<file path="src/rtl/rrpe_pkg.sv">
// Shared constants and helpers for the rr_priority_encoder block.
// Optional feature macro used by the block: RRPE_LOCK_EN (adds the lock input).
package rrpe_pkg;

    localparam int MODE_FIXED = 0;
    localparam int MODE_RR    = 1;

    // Increment modulo n using an explicit compare, so non-power-of-2 n wraps
    // at n-1 instead of at the next power of two.
    function automatic int unsigned inc_mod(input int unsigned v, input int unsigned n);
        return (v == n - 1) ? 32'd0 : v + 32'd1;
    endfunction

endpackage

</file>
<file path="src/rtl/rrpe_pick.sv">
// Combinational selector: finds the first requesting line starting at i_start,
// wrapping N-1 -> 0. Round-robin order searches the rotated vector lowest-first;
// fixed order searches it highest-first (callers tie i_start to 0 in that mode).
// Optional feature macro of the enclosing block: RRPE_LOCK_EN (not used here).
module rrpe_pick
    import rrpe_pkg::*;
#(
    parameter int N    = 8,
    parameter int IDXW = $clog2(N),
    parameter int MODE = MODE_FIXED
) (
    input  logic [N-1:0]    i_req,
    input  logic [IDXW-1:0] i_start,
    output logic [IDXW-1:0] o_idx,
    output logic            o_found
);

    logic [2*N-1:0]  w_dbl;
    logic [N-1:0]    w_rot;
    logic [IDXW-1:0] w_pos;
    logic [IDXW:0]   w_sum;

    // Rotate req right by i_start via the doubled vector so bit 0 of w_rot is line i_start.
    always_comb begin
        w_dbl = {i_req, i_req};
        w_rot = '0;
        for (int k = 0; k < N; k++) begin
            w_rot[k] = w_dbl[int'(i_start) + k];
        end
    end

    // Search the rotated vector in the order the arbitration mode requires.
    always_comb begin
        w_pos = '0;
        if (MODE == MODE_RR) begin
            for (int k = N - 1; k >= 0; k--) begin
                if (w_rot[k]) w_pos = IDXW'(k);
            end
        end else begin
            for (int k = 0; k < N; k++) begin
                if (w_rot[k]) w_pos = IDXW'(k);
            end
        end
    end

    // Undo the rotation: (start + pos) mod N with an explicit compare for odd N.
    always_comb begin
        w_sum = {1'b0, i_start} + {1'b0, w_pos};
        if (w_sum >= (IDXW+1)'(N)) begin
            o_idx = IDXW'(w_sum - (IDXW+1)'(N));
        end else begin
            o_idx = w_sum[IDXW-1:0];
        end
    end

    assign o_found = |i_req;

endmodule

</file>
<file path="src/rtl/rr_priority_encoder.sv">
// Registered priority encoder / arbiter with a valid/ready output stage.
// MODE 0: highest requesting index wins. MODE 1: rotating round-robin pointer.
// Define RRPE_LOCK_EN to add the lock input, which re-grants the current line
// after a fire as long as that line is still requesting.
module rr_priority_encoder
    import rrpe_pkg::*;
#(
    parameter int N    = 8,
    parameter int IDXW = $clog2(N),
    parameter int MODE = MODE_FIXED
) (
    input  logic            clk,
    input  logic            rst_n,
`ifdef RRPE_LOCK_EN
    input  logic            lock,
`endif
    input  logic [N-1:0]    req,
    output logic            out_valid,
    input  logic            out_ready,
    output logic [IDXW-1:0] out_idx,
    output logic [N-1:0]    out_onehot,
    output logic            idle
);

    logic            r_valid;
    logic [IDXW-1:0] r_idx;
    logic [N-1:0]    r_onehot;

    logic            w_fire;
    logic            w_load;
    logic            w_hold;
    logic [IDXW-1:0] w_ptr_nxt;
    logic [IDXW-1:0] w_pick_idx;
    logic            w_pick_found;
    logic [IDXW-1:0] w_sel;
    logic [N-1:0]    w_sel_onehot;

    assign w_fire = r_valid & out_ready;
    assign w_load = (~r_valid | out_ready) & w_pick_found;

    // A locked fire keeps the same line if it is still asserting its request.
`ifdef RRPE_LOCK_EN
    assign w_hold = w_fire & lock & req[r_idx];
`else
    assign w_hold = 1'b0;
`endif

    generate
        if (MODE == MODE_RR) begin : g_ptr
            logic [IDXW-1:0] r_ptr;

            // Next pointer: one past the line that just fired, unless the grant is locked.
            always_comb begin
                w_ptr_nxt = r_ptr;
                if (w_fire && !w_hold) begin
                    w_ptr_nxt = IDXW'(inc_mod(32'(r_idx), 32'(N)));
                end
            end

            // Pointer register follows the next-pointer value every cycle.
            always_ff @(posedge clk or negedge rst_n) begin
                if (!rst_n) begin
                    r_ptr <= '0;
                end else begin
                    r_ptr <= w_ptr_nxt;
                end
            end
        end else begin : g_no_ptr
            // Fixed priority always searches from line 0, highest-first.
            assign w_ptr_nxt = '0;
        end
    endgenerate

    rrpe_pick #(
        .N    (N),
        .IDXW (IDXW),
        .MODE (MODE)
    ) u_pick (
        .i_req   (req),
        .i_start (w_ptr_nxt),
        .o_idx   (w_pick_idx),
        .o_found (w_pick_found)
    );

    assign w_sel        = w_hold ? r_idx : w_pick_idx;
    assign w_sel_onehot = {{(N-1){1'b0}}, 1'b1} << w_sel;

    // Output slot: load a new grant when free or firing, drop valid when it drains empty.
    always_ff @(posedge clk or negedge rst_n) begin
        if (!rst_n) begin
            r_valid  <= 1'b0;
            r_idx    <= '0;
            r_onehot <= '0;
        end else if (w_load) begin
            r_valid  <= 1'b1;
            r_idx    <= w_sel;
            r_onehot <= w_sel_onehot;
        end else if (w_fire) begin
            r_valid  <= 1'b0;
            r_onehot <= '0;
        end
    end

    assign out_valid  = r_valid;
    assign out_idx    = r_idx;
    assign out_onehot = r_onehot;
    assign idle       = ~|req;

endmodule

</file>
<file path="config.mk">
export PLATFORM = sky130hd
export DESIGN_NAME = rr_priority_encoder
export DESIGN_NICKNAME = d
export VERILOG_FILES = /design/src/rtl/rrpe_pkg.sv /design/src/rtl/rrpe_pick.sv /design/src/rtl/rr_priority_encoder.sv
export SDC_FILE = /design/constraint.sdc
export NUM_CORES = 1
export LEC_CHECK = 0
export ABC_AREA = 1
export BUFFER_PORTS_ARGS = -buffer_cell sky130_fd_sc_hd__clkbuf_2
export CORE_MARGIN = 2
export CORE_UTILIZATION = 49
export DETAILED_ROUTE_END_ITERATION = 10
export PLACE_DENSITY = 0.91
export SKIP_LAST_GASP = 1
export SYNTH_ARGS = -nofsm -noshare
export SYNTH_HDL_FRONTEND = slang
export SYNTH_SLANG_ARGS = --single-unit
export TNS_END_PERCENT = 5
</file>
<file path="constraint.sdc">
create_clock -name clk -period 3.2 [get_ports clk]
set_clock_uncertainty 0.1 [all_clocks]
set_input_delay 0.48 -clock clk [delete_from_list [all_inputs] [get_ports clk]]
set_output_delay 0.48 -clock clk [all_outputs]
set_load 0.02 [all_outputs]
</file>
==> impl_metrics.csv <==
group,metric,value,unit
sta,fin_crit,1.710,ns
floorplanning,die_y,40.05,µm
layout,final_cell_mix,"27 x nand2_1, 23 x clkbuf_2, 12 x dfrtp_1",
layout,instances_no_fill,119,
pwr,netSwitchingPower,0.09806,mW
min_path,hp-start,"out_onehot[2]",
cts,cts_root_buffer,"clkbuf_4",
place,dp_hpwl,967.1,µm
place,placed_cell_area,769.5,µm²
cts,clk_pin_slew,0.08,ns
pwr,sw_frac_of_total,28.20,%
route,wire_per_inst,9.933,µm
yosys,avgSynthCellArea,8.271,µm²
route,drt_iter0_drc,12,
place,io_buffers,23,
layout,layout-drive-gt1-share,45.71,%
route,via_count,568,
cts,clock_sinks,12,
outcome,run_status,"completed",
layout,syn2layout_area_growth,28.09,%
yosys,ys_ff_latch,12,
global_routing,grtUsageTotal,18.65,%
setup_path,end_kind,"output port",
pwr,ir_drop,219.3,µV
layout,postLayoutCellArea,815.8,µm²
global_routing,antenna_found_initial,0,
setup_path,path_cells,"clkbuf_2 -> nor2_1 -> nand3_2 -> nor2_8 -> clkbuf_2",
sta,whs,0.3838,ns
min_path,min_path_type,"flop to flop",
global_routing,grt_max_degree,13,
route,drcViolationCount,0,
floorplanning,ioPinCount,24,
pwr,pwr-share-comb,17.8,%
cts,ctsResizeCount,0,
yosys,yosysSeqAreaShare,47.15,%
floorplanning,fp.dieW,40.05,µm
layout,mostFrequentLayoutCell,"nand2_1",
cts,cts_tree,"built",
layout,final_util,70.56,%
place,place_inst,114,
sta,slew_headroom,80.46,%
route,viasPerCell,4.773,
pwr,p_int,0.2496,mW
sta,rsz0062_at_grt,"no",
floorplanning,start_util,55.09,%
layout,nets,117,
sta,fin_ws,1.490,ns
sta,fin_crit_sh,53.44,%
cts,clk_latency,0.27,ns
place,dp_slack,1.475,ns
setup_path,crit_type,"input pin to output port",
pwr,finalPower,0.3477,mW
pwr,clock_power_share,35.1,%
yosys,syn-num-nets,88,
run,maxCapViolations,0,
sta,finalSetupViolCount,0,
setup_path,cp_common_cell,"clkbuf_2",
cts,htreeDepth,1,
setup_path,r2r_start,"out_valid",
global_routing,grt_pass1_wl,1994,µm
floorplanning,core_region_area,0.001156,mm²
pwr,leakage,0.4938,nW
sta,worst_pin_slew,0.2931,ns
pwr,power_density,426.2,mW/mm²
setup_path,arrival,1.13,ns
place,gp_congestion,0.7897,
setup_path,cp-start-kind,"input pin",
pwr,pwr-share-seq,47.1,%
yosys,ys_types,16,
sta,slew_violations,0,
setup_path,cp_data_required_time,2.62,ns
cts,numCtsBuffers,3,
yosys,synthesis.area,636.9,µm²
yosys,synth_warnings,0,
floorplanning,rows,12,
yosys,synthCells,77,
layout,diodes,0,
route,wl,1182,µm
sta,max_freq,0.5848,GHz
sta,hold_violations,0,
route,ant_nets,0,
cts,clock_path_buffers,2,
setup_path,cp_max_fo,4,
global_routing,grt_pass1_vias,503,
global_routing,gr-total-overflow,0,
setup_path,cpMaxStageDelayCell,"clkbuf_2",
sta,setup_tns,0,ns
setup_path,cp_slowest_stage_delay,0.18,ns
setup_path,cp-startpoint,"req[4]",
cts,post-cts-setup-buffers,0,
floorplanning,die_area,0.001604,mm²
route,drtPass1Iterations,4,
==> cell type report <==
| cell class | instances | area (µm²) |
|---|---|---|
| repair buffers | 24 | 125.1 |
| multi-input cells | 54 | 290.3 |
| well taps | 14 | 17.52 |
| fillers | 91 | 340.3 |
| inverters | 11 | 46.29 |
| flip-flops and latches | 12 | 300.3 |
| clock buffers | 4 | 36.28 |
==> power groups by stage <==
stage	Combinational [mW]	Sequential (mW)	Clock, mW
floorplan	0.0282	0.176	0
global placement	0.0600	0.166	0
detailed placement	0.0616	0.167	0
CTS	0.0628	0.164	0.121
global route	0.0690	0.165	0.131
finish	0.0620	0.164	0.122
==> metal layers <==
metal	vias to the layer above	global-route usage (%)	part of all wire, %
met5	-	0	0
li1	297	-	-
met1	241	24.48	45
met2	27	28.63	48
met3	3	5.000	6.3
met4	0	7.759	1.4
==> Yosys cell counts <==
library cell / instances / share of area (%)
inv_2: 5 / 2.9
nand2_2: 3 / 2.9
nand4_1: 4 / 3.9
dfrtp_1: 12 / 47
nor2_4: 1 / 1.8
o21ai_2: 1 / 1.4
nor2_8: 1 / 3.1
nand2_1: 27 / 16
nand3_1: 4 / 3.1
o21ai_1: 2 / 1.6
nor2_1: 3 / 1.8
inv_4: 2 / 2.0
nand3_2: 1 / 1.6
inv_1: 4 / 2.4
nor2_2: 5 / 4.9
nand2_4: 2 / 3.5
==> state kept, by name, summed over array words and instances, names as in the netlist <==
signal,cells
out_idx,3
out_onehot,8
out_valid,1
==> worst max-delay path: cells and delay by family <==
| kind | cells | cell delay, ns |
|---|---|---|
| buffers and inverters | 2 | 0.27 |
| and+or+nand+nor | 3 | 0.38 |
==> cells by family (layout without fill, tap and decap cells) <==
group,count (synthesis),after routing,synth area share [%]
AND/OR/NAND/NOR,51,51,42.63
flip-flops,12,12,47.15
buffers and inverters,11,39,7.268
AO/OA/AOI/OAI,3,3,2.947
==> worst paths after layout <==
| kind | slack (ns) | depth (start not counted) | to |
|---|---|---|---|
| hold / removal | 0.38 | 2 | out_onehot[2] |
| hold reg to reg | 0.38 | 2 | out_onehot[2] |
| min in group asynchronous | 0.51 | 2 | out_idx[0] |
| setup / recovery | 1.49 | 5 | idle |
| setup reg to reg | 2.05 | 7 | out_onehot[0] |
| max in group asynchronous | 2.26 | 2 | out_onehot[4] |
==> repair_timing <==
action                     CTS  global route
hold buffers                 1             0
hold endpoints to repair    12             0
setup endpoints to repair    0             0
(Power assumes the default switching activity.)
